<file path="src/rtl/fifo_burst_reader_if.sv">
// Bundle of FIFO read-port, flush request, downstream stream and busy status
// signals for fifo_burst_reader; master is the reader side.
`timescale 1ns/1ps
interface fifo_burst_reader_if #(
  parameter int CNT_W = 7
);
  logic [7:0]       fifo_data;
  logic             fifo_empty;
  logic [CNT_W-1:0] fifo_count;
  logic             fifo_rd_en;
  logic             flush;
  logic [7:0]       m_data;
  logic             m_valid;
  logic             m_last;
  logic             m_ready;
  logic             busy;

  modport master (
    input  fifo_data, fifo_empty, fifo_count, flush, m_ready,
    output fifo_rd_en, m_data, m_valid, m_last, busy
  );

  modport slave (
    output fifo_data, fifo_empty, fifo_count, flush, m_ready,
    input  fifo_rd_en, m_data, m_valid, m_last, busy
  );
endinterface

</file>
<file path="src/rtl/fifo_burst_reader.sv">
// Drains fixed-length (or flushed partial) bursts from an 8-bit FIFO onto a
// valid/ready stream. Define FIFO_RD_CKSUM_EN to append an XOR checksum byte.
`timescale 1ns/1ps
module fifo_burst_reader #(
  parameter int BURST_LEN = 8,
  parameter int CNT_W     = 7
) (
  input logic                 clk,
  input logic                 rst,
  fifo_burst_reader_if.master rdr
);

`ifdef FIFO_RD_CKSUM_EN
  typedef enum logic [2:0] {IDLE, READ, CAPTURE, SEND, CKSUM} state_t;
`else
  typedef enum logic [2:0] {IDLE, READ, CAPTURE, SEND} state_t;
`endif

  localparam logic [CNT_W-1:0] BurstCnt = CNT_W'(BURST_LEN);
  localparam logic [6:0]       BurstRem = 7'(BURST_LEN);

  state_t     state_q;
  logic [6:0] remaining_q;
  logic [6:0] remaining_d;
  logic [7:0] m_data_q;
  logic       m_valid_q;
  logic       m_last_q;
`ifdef FIFO_RD_CKSUM_EN
  logic [7:0] cksum_q;
`endif

  assign remaining_d    = remaining_q - 7'd1;
  // Only one read can be in flight: the strobe exists for exactly one READ cycle.
  assign rdr.fifo_rd_en = (state_q == READ) && !rdr.fifo_empty;
  assign rdr.m_data     = m_data_q;
  assign rdr.m_valid    = m_valid_q;
  assign rdr.m_last     = m_last_q;
  assign rdr.busy       = (state_q != IDLE);

  always_ff @(posedge clk or posedge rst) begin
    if (rst) begin
      state_q     <= IDLE;
      remaining_q <= 7'd0;
      m_data_q    <= 8'h00;
      m_valid_q   <= 1'b0;
      m_last_q    <= 1'b0;
`ifdef FIFO_RD_CKSUM_EN
      cksum_q     <= 8'h00;
`endif
    end else begin
      case (state_q)
        IDLE: begin
          if (rdr.fifo_count >= BurstCnt) begin
            remaining_q <= BurstRem;
            state_q     <= READ;
`ifdef FIFO_RD_CKSUM_EN
            cksum_q     <= 8'h00;
`endif
          end else if (rdr.flush && !rdr.fifo_empty) begin
            remaining_q <= 7'(rdr.fifo_count);
            state_q     <= READ;
`ifdef FIFO_RD_CKSUM_EN
            cksum_q     <= 8'h00;
`endif
          end
        end
        READ: begin
          if (!rdr.fifo_empty) begin
            state_q <= CAPTURE;
          end
        end
        CAPTURE: begin
          m_data_q    <= rdr.fifo_data;
          remaining_q <= remaining_d;
          m_valid_q   <= 1'b1;
`ifdef FIFO_RD_CKSUM_EN
          cksum_q     <= cksum_q ^ rdr.fifo_data;
          m_last_q    <= 1'b0;
`else
          m_last_q    <= (remaining_d == 7'd0);
`endif
          state_q     <= SEND;
        end
        SEND: begin
          if (rdr.m_ready) begin
            m_valid_q <= 1'b0;
            m_last_q  <= 1'b0;
            if (remaining_q != 7'd0) begin
              state_q <= READ;
            end else begin
`ifdef FIFO_RD_CKSUM_EN
              // Checksum byte follows immediately and closes the burst.
              m_data_q  <= cksum_q;
              m_valid_q <= 1'b1;
              m_last_q  <= 1'b1;
              state_q   <= CKSUM;
`else
              state_q   <= IDLE;
`endif
            end
          end
        end
`ifdef FIFO_RD_CKSUM_EN
        CKSUM: begin
          if (rdr.m_ready) begin
            m_valid_q <= 1'b0;
            m_last_q  <= 1'b0;
            state_q   <= IDLE;
          end
        end
`endif
        default: state_q <= IDLE;
      endcase
    end
  end

endmodule

</file>
<file path="src/flat_wrapper.sv">
// flat-port wrapper written by rule: the top's interface ports become plain ports
module fifo_burst_reader_flat 
#(
  parameter int BURST_LEN = 8,
  parameter int CNT_W     = 7
)
  (clk, rst, rdr_fifo_data, rdr_fifo_empty, rdr_fifo_count, rdr_flush, rdr_m_ready, rdr_fifo_rd_en, rdr_m_data, rdr_m_valid, rdr_m_last, rdr_busy);
  fifo_burst_reader_if #(.CNT_W(CNT_W)) rdr_i ();
  input logic clk;
  input logic rst;
  input wire logic [$bits(rdr_i.fifo_data)-1:0] rdr_fifo_data;
  input wire logic [$bits(rdr_i.fifo_empty)-1:0] rdr_fifo_empty;
  input wire logic [$bits(rdr_i.fifo_count)-1:0] rdr_fifo_count;
  input wire logic [$bits(rdr_i.flush)-1:0] rdr_flush;
  input wire logic [$bits(rdr_i.m_ready)-1:0] rdr_m_ready;
  output wire logic [$bits(rdr_i.fifo_rd_en)-1:0] rdr_fifo_rd_en;
  output wire logic [$bits(rdr_i.m_data)-1:0] rdr_m_data;
  output wire logic [$bits(rdr_i.m_valid)-1:0] rdr_m_valid;
  output wire logic [$bits(rdr_i.m_last)-1:0] rdr_m_last;
  output wire logic [$bits(rdr_i.busy)-1:0] rdr_busy;
  assign rdr_i.fifo_data = rdr_fifo_data;
  assign rdr_i.fifo_empty = rdr_fifo_empty;
  assign rdr_i.fifo_count = rdr_fifo_count;
  assign rdr_i.flush = rdr_flush;
  assign rdr_i.m_ready = rdr_m_ready;
  assign rdr_fifo_rd_en = rdr_i.fifo_rd_en;
  assign rdr_m_data = rdr_i.m_data;
  assign rdr_m_valid = rdr_i.m_valid;
  assign rdr_m_last = rdr_i.m_last;
  assign rdr_busy = rdr_i.busy;
  fifo_burst_reader #(.BURST_LEN(BURST_LEN), .CNT_W(CNT_W)) u_core (.clk(clk), .rst(rst), .rdr(rdr_i));
endmodule
</file>
<file path="config.mk">
export PLATFORM = sky130hd
export DESIGN_NAME = fifo_burst_reader_flat
export DESIGN_NICKNAME = d
export VERILOG_FILES = /design/src/rtl/fifo_burst_reader_if.sv /design/src/rtl/fifo_burst_reader.sv /design/src/flat_wrapper.sv
export SDC_FILE = /design/constraint.sdc
export NUM_CORES = 1
export LEC_CHECK = 0
export ABC_AREA = 1
export BUFFER_PORTS_ARGS = -buffer_cell sky130_fd_sc_hd__buf_4
export CAP_MARGIN = 30
export CORE_MARGIN = 2
export CORE_UTILIZATION = 40
export CTS_BUF_LIST = sky130_fd_sc_hd__clkbuf_4 sky130_fd_sc_hd__clkbuf_8 sky130_fd_sc_hd__clkbuf_16
export DETAILED_ROUTE_END_ITERATION = 10
export PLACE_DENSITY_LB_ADDON = 0.08
export SYNTH_ARGS = -nofsm -noshare
export SYNTH_HDL_FRONTEND = slang
export SYNTH_SLANG_ARGS = --single-unit
export TNS_END_PERCENT = 20
</file>
<file path="constraint.sdc">
create_clock -name clk -period 2.9 [get_ports clk]
set_input_delay 0.145 -clock clk [delete_from_list [all_inputs] [get_ports clk]]
set_output_delay 0.145 -clock clk [all_outputs]
set_load 0.02 [all_outputs]
</file>
==> results of run 1 <==
-- Yosys cell counts, drive strengths merged --
cell type,instances
nand3b,1
buf,2
nor2,20
ha,6
nand4,2
nand3,3
a21oi,4
dfrtp,19
inv,20
nand2,54
o21ai,15
-- flip-flops by register name, indices dropped and copies added, names as in the netlist --
signal / cells
u_core.rdr.m_last: 1
u_core.rdr.m_valid: 1
u_core.rdr.m_data: 8
u_core.state_q: 2
u_core.remaining_q: 7
-- power by group through the flow --
stage	logic, mW	registers, mW	clock network [mW]
floorplan	0.509	0.525	0
global placement	0.806	0.459	0
detailed placement	0.820	0.462	0
CTS	0.822	0.460	0.142
global route	0.935	0.475	0.155
finish	0.811	0.458	0.137
-- layout make-up --
type                            count  area (µm²)
Tap cell                           30        37.5
Timing Repair Buffer               32         243
Inverter                           20        75.1
Clock inverter                      1        5.00
Clock buffer                        3        22.5
Sequential cell                    19         475
Fill cell                         252        1150
Multi-Input combinational cell    105         512
-- tightest hold or removal path, cell delays in order --
cell and delay, ns:
buf_4 0.08, nand2_1 0.04, nand2_1 0.05
-- path summary, 6_finish.rpt --
check	cells past startpoint	start	end	slack, ns
worst max-delay path	6	u_core.state_q[0]$_DFFE_PP0P_	u_core.remaining_q[1]$_DFFE_PP0P_	1.27
worst min-delay path	3	rdr_fifo_data[5]	u_core.rdr.m_data[5]$_DFFE_PP0P_	0.04
worst max register to register	6	u_core.state_q[0]$_DFFE_PP0P_	u_core.remaining_q[1]$_DFFE_PP0P_	1.27
min in group asynchronous	3	rst	u_core.rdr.m_data[5]$_DFFE_PP0P_	0.51
max in group asynchronous	3	rst	u_core.rdr.m_valid$_DFFE_PP0P_	1.94
worst min register to register	2	u_core.rdr.m_data[0]$_DFFE_PP0P_	u_core.rdr.m_data[0]$_DFFE_PP0P_	0.49
-- metal layers --
metal / GRT usage / vias to the layer above
li1: - / 516
met1: 0.214 / 444
met2: 0.294 / 22
met3: 0.0209 / 4
met4: 0.0510 / 0
met5: 0 / -
-- through the flow --
stage / hold WS, ns / cells / util / total power, mW
6_report: 0.0388 / 210 / 0.543 / 1.41
5_1_grt: 0.0306 / 210 / 0.543 / 1.56
4_1_cts: 0.0300 / 210 / 0.543 / 1.42
3_5_place_dp: 0.325 / 205 / 0.528 / 1.28
3_3_place_gp: 0.313 / 205 / 0.528 / 1.26
2_1_floorplan: 0.0961 / 146 / - / 1.03
-- cell families (layout without fill, tap and decap cells) --
| group | after synthesis | count (layout) | synth area share |
|---|---|---|---|
| simple gates | 80 | 80 | 0.314 |
| compound gates | 19 | 19 | 0.0920 |
| buf+inv | 22 | 56 | 0.0815 |
| flops | 19 | 19 | 0.442 |
| fa+ha+maj | 6 | 6 | 0.0698 |
-- repair_timing --
action | CTS | global route
hold buffers | 1 | 0
resized for setup | 0 | 0
hold endpoints to repair | 19 | 0
==> results.py, run 1 <==
metrics = {
    "pwr": {
        "clkPwrFrac": 0.097,
        "swShare": 0.477,
        "p_leak_nw": 0.754,
        "p_int_mw": 0.736,
        "pwr-share-seq": 0.326,
        "pwr_density_cell_nw_per_um2": 1030,
        "peakVddDrop_mv": 0.553,
        "pwr-share-comb": 0.577,
        "p_switching_mw": 0.670,
    },
    "worst_setup_path": {
        "crit_buf_inv": 1,
        "cpMostUsedCell": "nor2_1",
        "cp_slowest_cell": "ha_1",
        "critical_path.endpoint_type": "flip-flop",
        "cp.arrival_ns": 1.86,
        "critPathTopFamily": "simple AND/OR/NAND/NOR gates",
        "start_kind": "flip-flop",
        "path_class": "flip-flop to flip-flop",
        "crit_required_ns": 3.13,
        "cp_slowest_stage_delay_ns": 0.43,
        "path_max_fanout": 13,
        "cp_cell_sequence": "inv_1 -> ha_1 -> nor2_1 -> nor2_4 -> nor2_1 -> a21oi_1",
    },
    "finish": {
        "layout_commonest_cell": "nand2_1",
        "final_cell_area_um2": 1370,
        "layout_common_cells": "nand2_1, buf_4, dfrtp_1, inv_1, nor2_1",
        "drive_above_1_share": 0.244,
        "nNetsFinal": 207,
        "antenna_cells": 0,
        "area.growth.synth_to_final_pct": 27.5,
    },
    "global_routing": {
        "grt_antenna_before_repair": 0,
        "grt_max_degree": 20,
        "grt_pass1_vias": 1010,
        "grt_overflow": 0,
        "grt_pass1_wl_mm": 4.26,
        "gr-usage-all-layers": 0.167,
    },
    "route": {
        "routed_wl_mm": 2.32,
        "wl_per_cell_um": 11.0,
        "initialDrtViolationCount": 24,
        "vias": 986,
        "antenna_left": 0,
        "met2_length_mm": 1.18,
        "drc": 0,
        "wl_met3_um": 95,
        "first_pass_iters": 5,
        "highest_layer": "met4",
        "via_per_inst": 4.70,
        "met1_length_mm": 1.01,
    },
    "sta": {
        "fmax_mhz": 615,
        "worst_pin_slew_ns": 0.728,
        "fin_tns_setup_ns": 0,
        "setup_ws_ns": 1.27,
        "post-route-period-util": 0.561,
        "fin_crit_ns": 1.63,
        "hold_violations": 0,
        "slew_headroom": 0.514,
        "setup_violations": 0,
        "fin_worst_skew_ns": 0.00193,
        "maxSlewViolCount": 0,
        "rsz0062_at_grt": "false",
    },
    "synthesis": {
        "synth_top_area_share": 0.442,
        "synth_warnings": 0,
        "syn-instance-count": 146,
        "ys_seq_area_frac": 0.442,
        "ys_top_cells_by_area": "dfrtp_1, nand2_1, ha_1",
        "synth_area_um2": 1070,
        "syn_nets": 172,
        "ys_seq_elements": 19,
        "synth_top_area_cell": "dfrtp_1",
        "post_synth.cell_area_avg_um2": 7.36,
        "synth_cell_types": 18,
    },
    "die": {
        "fp.dieW_um": 55.8,
        "core_um2": 2520,
        "dieHeight_um": 55.8,
        "rows": 18,
        "initial_utilization": 0.426,
        "die_area_um2": 3120,
        "io_pins": 32,
    },
    "place": {
        "port_buffers": 31,
        "place_area_um2": 1330,
        "pre_cts_slack_ns": 1.27,
        "gp_congestion": 0.770,
        "place_hpwl_mm": 1.80,
    },
    "cts": {
        "clkLatencyLatePin_ns": 0.30,
        "clk_path_buf_depth": 2,
        "cts_tree": "done",
        "post_cts_buffers": 0,
        "cts_inserted_buffers": 3,
        "htreeDepth": 1,
        "clock-sinks": 19,
        "root_buffer": "clkbuf_4",
        "path_clk_slew_ns": 0.11,
    },
    "status": {
        "outcome": "finished, final reports clean",
    },
    "worst_hold_path": {
        "min_path_type": "input port to flip-flop",
    },
    "flow_run": {
        "drv_cap": 0,
    },
}
No activity file was read; power rests on OpenSTA's default activity.
==> run 2: changes to the inputs <==
--- a/config.mk
+++ b/config.mk
@@ -5,7 +5,7 @@
 export SDC_FILE = /design/constraint.sdc
 export NUM_CORES = 1
 export LEC_CHECK = 0
-export ABC_AREA = 1
+export ABC_AREA = 0
 export BUFFER_PORTS_ARGS = -buffer_cell sky130_fd_sc_hd__buf_4
 export CAP_MARGIN = 30
 export CORE_MARGIN = 2
==> constraint.sdc (replaced) <==
create_clock -name clk -period 1.6 [get_ports clk]
set_input_delay 0.08 -clock clk [delete_from_list [all_inputs] [get_ports clk]]
set_output_delay 0.08 -clock clk [all_outputs]
set_load 0.02 [all_outputs]
==> run 2 against run 1 <==
Effect of this change:
- clock power rose by 80%
- sequential share of layout area fell by 4.0 points
- sequential cell count did not move
- synthesized cell count fell by 29%
- setup slack got worse by 1.2 ns
- clock-buffer cell count did not move
- routed wire length rose by 4.1%
- power rose by 110%
==> results.py, run 2 <==
metrics = {
    "status": {
        "outcome": "finished, final reports clean",
    },
    "global_routing": {
        "grt_pass1_vias": 966,
        "grt_pass1_wl_mm": 4.20,
        "grt_max_degree": 20,
        "grt_antenna_before_repair": 0,
        "grt_overflow": 0,
        "gr-usage-all-layers": 0.170,
    },
    "place": {
        "place_hpwl_mm": 1.82,
        "port_buffers": 31,
        "pre_cts_slack_ns": -0.00412,
        "gp_congestion": 0.831,
        "place_area_um2": 1440,
        "dp.cells": 175,
    },
    "die": {
        "die_area_um2": 3110,
        "initial_utilization": 0.429,
        "dieHeight_um": 55.8,
        "fp.dieW_um": 55.8,
        "rows": 18,
        "io_pins": 32,
        "core_um2": 2500,
    },
    "pwr": {
        "fin_total_pwr_mw": 2.91,
        "peakVddDrop_mv": 1.03,
        "clkPwrFrac": 0.085,
        "pwr_density_cell_nw_per_um2": 1880,
        "p_leak_nw": 0.744,
        "p_switching_mw": 1.18,
        "swShare": 0.407,
        "pwr-share-comb": 0.612,
        "p_int_mw": 1.72,
        "pwr-share-seq": 0.303,
    },
    "route": {
        "antenna_left": 0,
        "vias": 945,
        "wl_per_cell_um": 13.0,
        "first_pass_iters": 4,
        "drc": 0,
        "via_per_inst": 5.08,
        "initialDrtViolationCount": 11,
        "routed_wl_mm": 2.41,
    },
    "worst_setup_path": {
        "critical_path.endpoint_type": "flip-flop",
        "r2r_cells": 5,
        "path_class": "flip-flop to flip-flop",
        "r2r_slack_ns": 0.08,
        "crit_required_ns": 1.79,
        "cp.arrival_ns": 1.71,
        "cp_slowest_cell": "dfrtp_1",
        "startpoint": "u_core.state_q[0]$_DFFE_PP0P_",
        "cp_cell_sequence": "inv_1 -> ha_2 -> a31oi_1 -> o22ai_2 -> mux2_2",
        "cp_slowest_stage_delay_ns": 0.42,
        "reg2reg_from": "u_core.state_q[0]$_DFFE_PP0P_",
        "path_max_fanout": 8,
        "endpoint": "u_core.state_q[1]$_DFFE_PP0P_",
        "reg2reg_to": "u_core.state_q[1]$_DFFE_PP0P_",
        "start_kind": "flip-flop",
    },
    "cts": {
        "clkLatencyLatePin_ns": 0.30,
        "htreeDepth": 1,
        "cts_inserted_buffers": 3,
        "cts_tree": "done",
        "path_clk_slew_ns": 0.11,
        "root_buffer": "clkbuf_4",
        "clk_path_buf_depth": 2,
        "clock-sinks": 19,
    },
    "sta": {
        "worst_pin_slew_ns": 0.726,
        "fin_worst_skew_ns": 0.00611,
        "setup_ws_ns": 0.0782,
        "fin_tns_setup_ns": 0,
        "slew_headroom": 0.515,
        "maxSlewViolCount": 0,
        "fmax_mhz": 657,
        "hold_ws_ns": 0.0135,
        "setup_violations": 0,
        "fin_crit_ns": 1.52,
        "rsz0062_at_grt": "true",
        "post-route-period-util": 0.951,
        "hold_violations": 0,
    },
    "finish": {
        "area.growth.synth_to_final_pct": 44.2,
        "fin_util": 0.619,
        "final_cells": 186,
        "antenna_cells": 0,
        "final_cell_area_um2": 1550,
        "drive_above_1_share": 0.423,
        "fillers": 220,
        "multi_input_area_um2": 564,
        "layout_commonest_cell": "buf_4",
        "layout_common_cells": "buf_4, dfrtp_1, mux2_2, inv_1",
        "nNetsFinal": 183,
        "largest_register_ffs": 8,
        "regArea_um2": 475,
    },
    "synthesis": {
        "synth.top_cells.by_count": "dfrtp_1, inv_1, mux2_2, nor2_1, nand2_1",
        "synth_cell_types": 38,
        "synth_top_family_by_area": "compound AO/OA/AOI/OAI gates",
        "synth_top_area_share": 0.443,
        "synth_most_common_cell": "dfrtp_1",
        "syn_nets": 129,
        "synth-compound-area-share": 0.172,
        "ys_top_cells_by_area": "dfrtp_1, mux2_2, ha_1",
        "synth_xor_area_frac": 0.00817,
        "ys_seq_area_frac": 0.443,
        "ys_seq_elements": 19,
        "synth_warnings": 0,
        "post_synth.cell_area_avg_um2": 10.4,
        "synth_edf_count": 0,
        "syn-instance-count": 103,
        "synth_top_area_cell": "dfrtp_1",
        "synthAdderAreaFrac": 0.0700,
        "synth_mux_area_frac": 0.104,
        "ys.flop_type": "dfrtp_1",
        "synth_simple_gate_area_frac": 0.160,
        "synth_area_um2": 1070,
        "synthArstFlopShare": 1.00,
    },
    "worst_hold_path": {
        "min_path_type": "input port to flip-flop",
    },
    "flow_run": {
        "drv_cap": 0,
    },
}
[run 2: cell types whose count changed in the layout (fill, tap and decap cells not counted), moves of 6 or more]
| cell | change |
|---|---|
| dlygate4sd3_1 | +6 |
| nor2_1 | -9 |
| inv_1 | -9 |
| nand2_1 | -45 |
| o21ai_1 | -9 |
| buf_4 | +14 |
| mux2_2 | +9 |
[run 2: how the worst min path moves through the flow]
| stage | start | end | slack [ns] | cells past startpoint |
|---|---|---|---|---|
| 4_1_cts | rdr_fifo_data[4] | u_core.rdr.m_data[4]$_DFFE_PP0P_ | 0.001 | 2 |
| 3_5_place_dp | rst | u_core.rdr.m_data[7]$_DFFE_PP0P_ | 0.26 | 2 |
| 3_3_place_gp | rst | u_core.rdr.m_data[7]$_DFFE_PP0P_ | 0.24 | 2 |
| 2_1_floorplan | rst | u_core.rdr.m_data[0]$_DFFE_PP0P_ | 0.03 | 1 |
| 5_1_grt | rdr_fifo_data[4] | u_core.rdr.m_data[4]$_DFFE_PP0P_ | 0.008 | 2 |
| 6_report | rdr_fifo_data[4] | u_core.rdr.m_data[4]$_DFFE_PP0P_ | 0.01 | 2 |
[run 2: kinds of logic after synthesis]
kind of cell / count (synthesis)
and+or+nand+nor: 30
AOI/OAI and AO/OA: 25
DFF: 19
buffers and inverters: 12
muxes: 10
adders and majority gates: 6
xor gates and xnor gates: 1
[run 2: power groups by stage]
| stage | Clock, mW | Sequential [mW] | Combinational (mW) |
|---|---|---|---|
| 3_3_place_gp | 0 | 0.873 | 1.72 |
| 5_1_grt | 0.279 | 0.917 | 1.97 |
| 3_5_place_dp | 0 | 0.887 | 1.75 |
| 2_1_floorplan | 0 | 1.02 | 0.909 |
| 6_report | 0.246 | 0.881 | 1.78 |
| 4_1_cts | 0.264 | 0.877 | 1.78 |
[run 2: worst max-delay path, delay by kind of cell, from the launching register on]
| family | cells | cell delay (ns) |
|---|---|---|
| adders and majority gates | 1 | 0.27 |
| DFF | 1 | 0.42 |
| buffers and inverters | 1 | 0.10 |
| AOI/OAI and AO/OA | 2 | 0.28 |
| muxes | 1 | 0.35 |
[run 2: area by class of cell]
class / instances / area share
clock buffers: 3 / 0.0146
clock inverters: 1 / 0.00324
inverters: 9 / 0.0218
multi-input cells: 72 / 0.365
flip-flops and latches: 19 / 0.307
well taps: 30 / 0.0243
repair buffers: 52 / 0.264
[run 2: routing by layer]
layer  GRT usage  vias to the layer above  wire (µm)
met4      0.0627                        0         18
met1       0.218                      449       1140
met3      0.0279                        2         73
li1            -                      474          -
met5           0                        -          0
met2       0.287                       20       1180
[run 2: what timing repair did]
item / in CTS / in global routing
endpoints found under the setup margin: 2 / 7
hold buffers: 6 / 1
resized for setup: 2 / 2
endpoints found under the hold margin: 24 / 1
buffers inserted: 0 / 0
